### src/rtl/sipo_pkg.sv
// Shared types and helpers for the serial-in/parallel-out framer family.
package sipo_pkg;

    typedef enum logic {
        StFill,
        StPend
    } state_e;

    // Width of a counter able to hold 0..n inclusive.
    function automatic int unsigned cnt_w(input int unsigned n);
        return $clog2(n + 1);
    endfunction

    // LSB position of symbol slot idx inside the assembled word.
    function automatic int unsigned slot_lsb(input bit msb_first, input int unsigned sym_w,
                                             input int unsigned syms, input int unsigned idx);
        return msb_first ? (syms - 1 - idx) * sym_w : idx * sym_w;
    endfunction

endpackage

### src/rtl/sipo_framer_if.sv
// Serial symbol input and valid/ready word output of the framer.
interface sipo_framer_if
    import sipo_pkg::*;
#(
    parameter int unsigned SYM_W         = 2,
    parameter int unsigned SYMS_PER_WORD = 4
) ();

    localparam int unsigned W  = SYM_W * SYMS_PER_WORD;
    localparam int unsigned CW = cnt_w(SYMS_PER_WORD);

    logic             in_valid;
    logic [SYM_W-1:0] in_sym;
    logic             flush;
    logic             in_ready;
    logic             out_valid;
    logic [W-1:0]     out_word;
    logic [CW-1:0]    out_count;
    logic             out_ready;

    // Environment side: symbol source and word consumer.
    modport master (
        output in_valid, in_sym, flush, out_ready,
        input  in_ready, out_valid, out_word, out_count
    );

    // Framer side.
    modport slave (
        input  in_valid, in_sym, flush, out_ready,
        output in_ready, out_valid, out_word, out_count
    );

endinterface

### src/rtl/sipo_out_reg.sv
// One-entry valid/ready holding register for a word plus its symbol count.
module sipo_out_reg #(
    parameter int unsigned DW = 8,
    parameter int unsigned CW = 3
) (
    input  logic          clk,
    input  logic          reset,
    input  logic          load_i,
    input  logic [DW-1:0] data_i,
    input  logic [CW-1:0] cnt_i,
    input  logic          ready_i,
    output logic          valid_o,
    output logic [DW-1:0] data_o,
    output logic [CW-1:0] cnt_o
);

    logic          valid_d, valid_q;
    logic [DW-1:0] data_d, data_q;
    logic [CW-1:0] cnt_d, cnt_q;

    always_comb begin
        valid_d = valid_q;
        data_d  = data_q;
        cnt_d   = cnt_q;
        // A reload on the draining edge keeps valid high.
        if (load_i) begin
            valid_d = 1'b1;
            data_d  = data_i;
            cnt_d   = cnt_i;
        end else if (ready_i) begin
            valid_d = 1'b0;
        end
    end

    always_ff @(posedge clk or posedge reset) begin
        if (reset) begin
            valid_q <= 1'b0;
            data_q  <= '0;
            cnt_q   <= '0;
        end else begin
            valid_q <= valid_d;
            data_q  <= data_d;
            cnt_q   <= cnt_d;
        end
    end

    assign valid_o = valid_q;
    assign data_o  = data_q;
    assign cnt_o   = cnt_q;

endmodule

### src/rtl/sipo_framer.sv
// Accumulates SYMS_PER_WORD serial symbols into a word, with flush for partial words
// and back-pressure from a one-entry output holding register.
module sipo_framer
    import sipo_pkg::*;
#(
    parameter int unsigned SYM_W         = 2,
    parameter int unsigned SYMS_PER_WORD = 4,
    parameter bit          MSB_FIRST     = 1'b1
) (
    input logic           clk,
    input logic           reset,
    sipo_framer_if.slave  bus
);

    localparam int unsigned W  = SYM_W * SYMS_PER_WORD;
    localparam int unsigned CW = cnt_w(SYMS_PER_WORD);

    state_e        state_d, state_q;
    logic [CW-1:0] cnt_d, cnt_q;
    logic [W-1:0]  shreg_d, shreg_q;

    logic          accept;
    logic          close;
    logic          hold_free;
    logic          load;
    logic [CW-1:0] cnt_next;
    logic [W-1:0]  shreg_next;
    logic [W-1:0]  load_word;
    logic [CW-1:0] load_cnt;

    // Gated by reset so nothing is accepted while the block is held in reset.
    assign bus.in_ready = (state_q == StFill) && !reset;
    assign accept       = bus.in_valid && bus.in_ready;
    assign hold_free    = !bus.out_valid || bus.out_ready;

    always_comb begin
        shreg_next = shreg_q;
        if (accept) begin
            for (int unsigned i = 0; i < SYMS_PER_WORD; i++) begin
                if (cnt_q == CW'(i)) begin
                    shreg_next[slot_lsb(MSB_FIRST, SYM_W, SYMS_PER_WORD, i) +: SYM_W] = bus.in_sym;
                end
            end
        end
    end

    assign cnt_next = cnt_q + CW'(accept);
    assign close    = bus.in_ready &&
                      ((accept && (cnt_next == CW'(SYMS_PER_WORD))) ||
                       (bus.flush && (cnt_next != '0)));

    always_comb begin
        state_d   = state_q;
        cnt_d     = cnt_q;
        shreg_d   = shreg_q;
        load      = 1'b0;
        load_word = shreg_next;
        load_cnt  = cnt_next;
        unique case (state_q)
            StFill: begin
                cnt_d   = cnt_next;
                shreg_d = shreg_next;
                if (close) begin
                    if (hold_free) begin
                        load    = 1'b1;
                        cnt_d   = '0;
                        shreg_d = '0;
                    end else begin
                        state_d = StPend;
                    end
                end
            end
            StPend: begin
                // Word is frozen in the shifter until the holding register frees up.
                load_word = shreg_q;
                load_cnt  = cnt_q;
                if (hold_free) begin
                    load    = 1'b1;
                    cnt_d   = '0;
                    shreg_d = '0;
                    state_d = StFill;
                end
            end
            default: state_d = StFill;
        endcase
    end

    always_ff @(posedge clk or posedge reset) begin
        if (reset) begin
            state_q <= StFill;
            cnt_q   <= '0;
            shreg_q <= '0;
        end else begin
            state_q <= state_d;
            cnt_q   <= cnt_d;
            shreg_q <= shreg_d;
        end
    end

    sipo_out_reg #(
        .DW (W),
        .CW (CW)
    ) u_out_reg (
        .clk     (clk),
        .reset   (reset),
        .load_i  (load),
        .data_i  (load_word),
        .cnt_i   (load_cnt),
        .ready_i (bus.out_ready),
        .valid_o (bus.out_valid),
        .data_o  (bus.out_word),
        .cnt_o   (bus.out_count)
    );

endmodule

### src/flat_wrapper.sv
// flat-port wrapper written by rule: the top's interface ports become plain ports
module sipo_framer_flat import sipo_pkg::*;
#(
    parameter int unsigned SYM_W         = 2,
    parameter int unsigned SYMS_PER_WORD = 4,
    parameter bit          MSB_FIRST     = 1'b1
)
  (clk, reset, bus_in_valid, bus_in_sym, bus_flush, bus_out_ready, bus_in_ready, bus_out_valid, bus_out_word, bus_out_count);
  sipo_framer_if #(.SYM_W(SYM_W), .SYMS_PER_WORD(SYMS_PER_WORD)) bus_i ();
  input logic clk;
  input logic reset;
  input wire logic [$bits(bus_i.in_valid)-1:0] bus_in_valid;
  input wire logic [$bits(bus_i.in_sym)-1:0] bus_in_sym;
  input wire logic [$bits(bus_i.flush)-1:0] bus_flush;
  input wire logic [$bits(bus_i.out_ready)-1:0] bus_out_ready;
  output wire logic [$bits(bus_i.in_ready)-1:0] bus_in_ready;
  output wire logic [$bits(bus_i.out_valid)-1:0] bus_out_valid;
  output wire logic [$bits(bus_i.out_word)-1:0] bus_out_word;
  output wire logic [$bits(bus_i.out_count)-1:0] bus_out_count;
  assign bus_i.in_valid = bus_in_valid;
  assign bus_i.in_sym = bus_in_sym;
  assign bus_i.flush = bus_flush;
  assign bus_i.out_ready = bus_out_ready;
  assign bus_in_ready = bus_i.in_ready;
  assign bus_out_valid = bus_i.out_valid;
  assign bus_out_word = bus_i.out_word;
  assign bus_out_count = bus_i.out_count;
  sipo_framer #(.SYM_W(SYM_W), .SYMS_PER_WORD(SYMS_PER_WORD), .MSB_FIRST(MSB_FIRST)) u_core (.clk(clk), .reset(reset), .bus(bus_i));
endmodule
### config.mk
export PLATFORM = sky130hd
export DESIGN_NAME = sipo_framer_flat
export DESIGN_NICKNAME = d
export VERILOG_FILES = /design/src/rtl/sipo_pkg.sv /design/src/rtl/sipo_framer_if.sv /design/src/rtl/sipo_out_reg.sv /design/src/rtl/sipo_framer.sv /design/src/flat_wrapper.sv
export SDC_FILE = /design/constraint.sdc
export NUM_CORES = 1
export LEC_CHECK = 0
export ABC_AREA = 1
export ABC_CLOCK_PERIOD_IN_PS = 2300
export CAP_MARGIN = 20
export CORE_ASPECT_RATIO = 2
export CORE_MARGIN = 3
export CORE_UTILIZATION = 40
export DETAILED_ROUTE_END_ITERATION = 6
export DONT_BUFFER_PORTS = 1
export SYNTH_ARGS = -nofsm -noshare
export SYNTH_HDL_FRONTEND = slang
export SYNTH_SLANG_ARGS = --single-unit
export TNS_END_PERCENT = 1
### constraint.sdc
create_clock -name clk -period 2.3 [get_ports clk]
set_input_delay 0.46 -clock clk [delete_from_list [all_inputs] [get_ports clk]]
set_output_delay 0.46 -clock clk [all_outputs]
set_load 0.02 [all_outputs]
# --- Word-level counts from Yosys, hierarchy flattened ---
# Cells that the tools add are included.
totals:
  ff_bits: 24
  out_inout_bits: 13
  input_bits: 7
  wordCells: 48
classes:
  n_reduce_logical: 12
  eq_ne: 5
  n_addsub: 1
  bitwise: 1
  muxes: 23
op_table:
  columns: ["operator", "n"]
  rows:
  - ["two-way mux 8 bit", 5]
  - ["case mux 8 bit (2 select lines)", 1]
  - ["two-way mux 3 bit", 4]
  - ["two-way mux 2 bit", 4]
  - ["== test 3 x 2 -> 1 bit, second input constant", 2]
  - ["two-way mux 1 bit", 6]
  - ["case mux 3 bit (2 select lines)", 1]
  - ["logical AND 1 bit", 5]
  - ["case mux 1 bit (2 select lines)", 2]
  - ["adder 3 x 1 -> 3 bit", 1]
  - ["== test 3 x 1 -> 1 bit, second input constant", 1]
  - ["== test 3 bit, second input constant", 1]
  - ["zero test 3 bit", 1]
  - ["nonzero test 3 bit", 1]
  - ["zero test 1 bit", 2]
  - ["logical OR 1 bit", 2]
  - ["!= test 2 bit, second input constant", 1]
  - ["nonzero test 2 bit", 1]
  - ["NOT 1 bit", 1]

# --- Logic depth before layout (Yosys ltp) ---
logic_depth:
  ltp_word: 11
  depth_mapped: 16
  mapped_depth_nobuf: 14

# --- Modules after synthesis ---
# Synthesis repeated with hierarchy kept, for this count alone.
hier_totals:
  hier_cells: 200
  area_unflattened_um2: 1377.6
by_module_without_submodules:
  columns: ["mod", "cells_each", "area_per_inst_um2", "n_inst"]
  rows:
  - ["sipo_framer", 148, 915.9, 1]
  - ["sipo_out_reg", 52, 461.7, 1]

# --- Least setup slack after synthesis ---
# No wires, ideal clock.
synth_path:
  path_type: "in2reg"
  from: "input reset"
  to: "register u_core.shreg_q[7]"
  t_required_ps: 2174
  path_buffers: 1
  cell_stages: 12
  setup_slack_ps: 82
  t_arrival_ps: 2091
  path_cell_list: "nor2_4 nand2_4 clkinv_4 buf_6 ha_1 ha_1 nor2_1 nand3_2 nand2_2 nand3_2 nor2_4 o21ai_0"
synth_via:
  elab_chain_len: 10
  word_cells_on_any_way: 14
  classes_between: "add/sub: 1; eq/ne: 1; mux: 4; reduce/logical: 8"
synth_rtl:
  columns: ["item", "line", "source"]
  rows:
  - ["from (decl)", "flat_wrapper.sv:11", "input logic reset;"]
  - ["zero test 1 bit *", "sipo_framer.sv:32", "assign bus.in_ready = (state_q == StFill) && !reset;"]
  - ["logical AND 1 bit *", "sipo_framer.sv:32", null]
  - ["logical AND 1 bit", "sipo_framer.sv:33", "assign accept = bus.in_valid && bus.in_ready;"]
  - ["adder 3 x 1 -> 3 bit", "sipo_framer.sv:47", "assign cnt_next = cnt_q + CW'(accept);"]
  - ["== test 3 bit or nonzero test 3 bit (tied branches)", "sipo_framer.sv:49, sipo_framer.sv:50", null]
  - ["logical AND 1 bit (on tied branches)", "sipo_framer.sv:49, sipo_framer.sv:50", null]
  - ["logical OR 1 bit", "sipo_framer.sv:49", "((accept && (cnt_next == CW'(SYMS_PER_WORD))) ||"]
  - ["logical AND 1 bit", "sipo_framer.sv:48", "assign close = bus.in_ready &&"]
  - ["two-way mux 8 bit *", "sipo_framer.sv:63", "if (close) begin"]
  - ["case mux 8 bit (2 select lines) *", "sipo_framer.sv:59", "unique case (state_q)"]
  - ["to (signal assigned)", "sipo_framer.sv:96", "shreg_q <= shreg_d;"]
  - ["to (decl)", "sipo_framer.sv:20", "logic [W-1:0] shreg_d, shreg_q;"]
# Every way passes the cells marked *; elsewhere a longest branch is shown, timed or not.
# A chain may end at the register's enable or synchronous reset.

# --- Worst setup path after layout ---
layout_path:
  from: "register u_core.state_q"
  to: "register u_core.shreg_q[7]"
layout_via:
  elab_chain_len: 10
  word_cells_on_any_way: 15
  classes_between: "add/sub: 1; eq/ne: 2; mux: 4; bitwise: 1; reduce/logical: 7"
layout_rtl:
  columns: ["item", "line", "source"]
  rows:
  - ["from (decl)", "sipo_framer.sv:18", "state_e state_d, state_q;"]
  - ["from (signal assigned)", "sipo_framer.sv:90", "state_q <= StFill;"]
  - ["from (signal assigned)", "sipo_framer.sv:94", "state_q <= state_d;"]
  - ["NOT 1 bit", "sipo_framer.sv:32, sipo_framer.sv:59", null]
  - ["logical AND 1 bit", "sipo_framer.sv:32", null]
  - ["logical AND 1 bit", "sipo_framer.sv:33", null]
  - ["adder 3 x 1 -> 3 bit", "sipo_framer.sv:47", null]
  - ["== test 3 bit or nonzero test 3 bit (tied branches)", "sipo_framer.sv:49, sipo_framer.sv:50", null]
  - ["logical AND 1 bit (on tied branches)", "sipo_framer.sv:49, sipo_framer.sv:50", null]
  - ["logical OR 1 bit", "sipo_framer.sv:49", null]
  - ["logical AND 1 bit", "sipo_framer.sv:48", null]
  - ["two-way mux 8 bit", "sipo_framer.sv:63", null]
  - ["case mux 8 bit (2 select lines)", "sipo_framer.sv:59", null]
# Parallel ways exist; a longest one is shown, timed or not.

==> load_flow_metrics.sql <==
INSERT INTO impl_metrics (metric_group, metric, value, unit) VALUES
('power', 'pwr_density_cell', '1259', 'nW/µm²'),
('clock_tree', 'numCtsBuffers', '3', ''),
('floorplanning', 'height_of_the_die', '91.12', 'µm'),
('global_route', 'grt_start_max_net_pins', '25', ''),
('route', 'detail_route.vias_per_cell', '4.809', ''),
('yosys', 'synth_top_cell_area_share', '0.4145', ''),
('global_route', 'grt_antenna_before_repair', '0', ''),
('timing', 'timing.final.max_slew_violations', '0', ''),
('power', 'worst_case_vdd_ir_drop', '0.4990', 'mV'),
('floorplanning', 'coreArea', '3453', 'µm²'),
('global_route', 'grt_use_met1', '0.1718', ''),
('finish', 'layout.cell_area.non_filler', '1565', 'µm²'),
('route', 'detail-route-antenna-nets', '0', ''),
('timing', 'worst_slack_on_hold_paths', '0.1060', 'ns'),
('timing', 'finalWorstPathRequiredPeriod', '2.072', 'ns'),
('route', 'dr_total_vias', '1236', ''),
('setup_path', 'worstSetupStartpointType', 'register', ''),
('placed_design', 'dp.final_hpwl', '2.534', 'mm'),
('route', 'detail_route.iter0.violations', '29', ''),
('power', 'p_leak', '0.8179', 'nW'),
('global_route', 'groute.usage.overall', '0.1591', ''),
('yosys', 'netlist_top_cells_area', 'sky130_fd_sc_hd__dfrtp_1, sky130_fd_sc_hd__nand2_1, sky130_fd_sc_hd__nand3_1, sky130_fd_sc_hd__inv_1, sky130_fd_sc_hd__o21ai_0', ''),
('route', 'wl', '3.245', 'mm'),
('finish', 'antenna-diode-count', '0', ''),
('global_route', 'grt_pass1_wl', '5.471', 'mm'),
('outcome', 'status', 'finished, final reports clean', ''),
('route', 'remaining_drc_errors', '0', ''),
('floorplanning', 'top_level_ports', '20', ''),
('yosys', 'synth_enable_flop_cells', '0', ''),
('timing', 'report.final.hold_viol_count', '0', ''),
('finish', 'final_layout_size_suffix_gt1_frac', '0.1005', ''),
('timing', 'finalCritPeriodShare', '0.9008', ''),
('route', 'routedWlPerCell', '12.63', 'µm'),
('placed_design', 'place.detailed.instances', '253', ''),
('yosys', 'synthTopCellsByCount', 'sky130_fd_sc_hd__nand2_1, sky130_fd_sc_hd__nand3_1, sky130_fd_sc_hd__dfrtp_1', ''),
('placed_design', 'dp_worst_setup_slack', '0.1681', 'ns'),
('route', 'drt_pre_antenna_iters', '4', ''),
('clock_tree', 'clkLatencyLatePin', '0.27', 'ns'),
('timing', 'setup-violations-final', '0', ''),
('clock_tree', 'ctsRootBufferMaster', 'sky130_fd_sc_hd__clkbuf_8', ''),
('timing', 'grt_setup_unrepaired', 'no', ''),
('placed_design', 'buffer_ports.inserted', '0', ''),
('setup_path', 'cp.required', '2.46', 'ns'),
('floorplanning', 'start_util', '0.4196', ''),
('yosys', 'synth_nets', '214', ''),
('yosys', 'synth_async_sr_flop_share', '1.000', ''),
('finish', 'nNetsFinal', '219', ''),
('clock_tree', 'cts.htree.levels', '1', ''),
('yosys', 'synth_ff_type', 'sky130_fd_sc_hd__dfrtp_1', ''),
('finish', 'layoutNonFillerInstCount', '257', ''),
('global_route', 'gr-usage-met2', '0.2788', ''),
('placed_design', 'placed_area', '1509', 'µm²'),
('yosys', 'synth-seq-area-share', '0.4145', ''),
('clock_tree', 'clock_sink_count', '24', ''),
('timing', 'clock_tree_skew_after_final_layout', '0.002237', 'ns'),
('placed_design', 'place.gp.congestion', '0.8690', ''),
('timing', 'timing.fmax', '482.7', 'MHz'),
('clock_tree', 'tritoncts_clock_tree', 'built', ''),
('finish', 'final_core_utilization', '0.4533', ''),
('floorplanning', 'floorplan.die_area', '4424', 'µm²'),
('global_route', 'top_usage_layer', 'met2', ''),
('floorplanning', 'dieWidth', '48.56', 'µm'),
('timing', 'worstMarginPinSlew', '0.3944', 'ns'),
('timing', 'final.setup.worst_slack', '0.2282', 'ns'),
('floorplanning', 'placement_rows', '30', ''),
('clock_tree', 'ctsLongestPathBuffers', '2', ''),
('setup_path', 'critPathCaptureType', 'register', ''),
('global_route', 'grt_overflow_total', '0', ''),
('yosys', 'area_of_the_mapped_netlist', '1449', 'µm²'),
('yosys', 'avgSynthCellArea', '7.068', 'µm²'),
('flow_run', 'timing.max_cap.violations', '0', '');
[cell usage in the layout, fill, tap and decap left out, drive strengths merged]
master	instances
a21oi	9
nand4	2
dfrtp	24
nand2	76
ha	2
o21ai	18
buf	5
clkinv	2
clkbuf	4
inv	20
nand3	29
nor2	18
[path summary, 6_finish.rpt]
kind	from	slack, ns	to	cells past startpoint
setup reg to reg	u_core.state_q$_DFF_PP0_	0.23	u_core.shreg_q[7]$_DFFE_PP0P_	11
min in group clk	bus_out_ready	0.36	u_core.cnt_q[1]$_DFFE_PP0P_	3
max in group asynchronous	reset	1.94	u_core.state_q$_DFF_PP0_	2
hold / removal	reset	0.11	u_core.u_out_reg.valid_o$_DFFE_PP0P_	2
setup / recovery	u_core.state_q$_DFF_PP0_	0.23	u_core.shreg_q[7]$_DFFE_PP0P_	11
hold reg to reg	u_core.shreg_q[7]$_DFFE_PP0P_	0.52	u_core.shreg_q[7]$_DFFE_PP0P_	2
[routing by layer]
| metal | part of all wire | up-vias |
|---|---|---|
| met1 | 0.41 | 553 |
| li1 | - | 659 |
| met5 | 0 | - |
| met4 | 0.023 | 0 |
| met3 | 0.039 | 5 |
| met2 | 0.52 | 19 |
[cell type report]
type | instances | area (µm²) | share of cell area
multi-input cells | 154 | 723.2 | 0.4620
inverters | 22 | 87.58 | 0.05596
clock buffers | 4 | 55.05 | 0.03517
flip-flops and latches | 24 | 601.8 | 0.3845
well taps | 48 | 60.06 | 0.03837
repair buffers | 5 | 37.54 | 0.02398
[power by group]
group	switching [mW]	internal (mW)
logic	0.516	0.300
registers	0.252	0.604
clock network	0.145	0.153
total	0.914	1.06
[what timing repair did]
action                     CTS  global route
hold buffers                 0             0
gates resized for setup      0             1
setup endpoints to repair    0            10
[logic make-up after synthesis]
group / share of synthesized area
compound gates: 0.09326
buf+inv: 0.08635
fa+ha+maj: 0.01727
flops: 0.4145
simple gates: 0.3886
[worst max-delay path, stage by stage (launching register included)]
cell and delay, ns:
sky130_fd_sc_hd__dfrtp_2 0.42, sky130_fd_sc_hd__nor2_4 0.06, sky130_fd_sc_hd__nand2_4 0.09, sky130_fd_sc_hd__clkinv_4 0.05, sky130_fd_sc_hd__ha_1 0.19, sky130_fd_sc_hd__ha_1 0.32, sky130_fd_sc_hd__nor2_1 0.15, sky130_fd_sc_hd__nand3_2 0.09
sky130_fd_sc_hd__nand2_2 0.08, sky130_fd_sc_hd__nand3_2 0.16, sky130_fd_sc_hd__nor2_4 0.23, sky130_fd_sc_hd__o21ai_0 0.10
[state kept, by name, summed over array words and instances (netlist names)]
register	flops
u_core.cnt_q	3
u_core.shreg_q	8
u_core.state_q	1
u_core.u_out_reg.cnt_o	3
u_core.u_out_reg.data_o	8
u_core.u_out_reg.valid_o	1
Power figures use the tool's default switching activity.
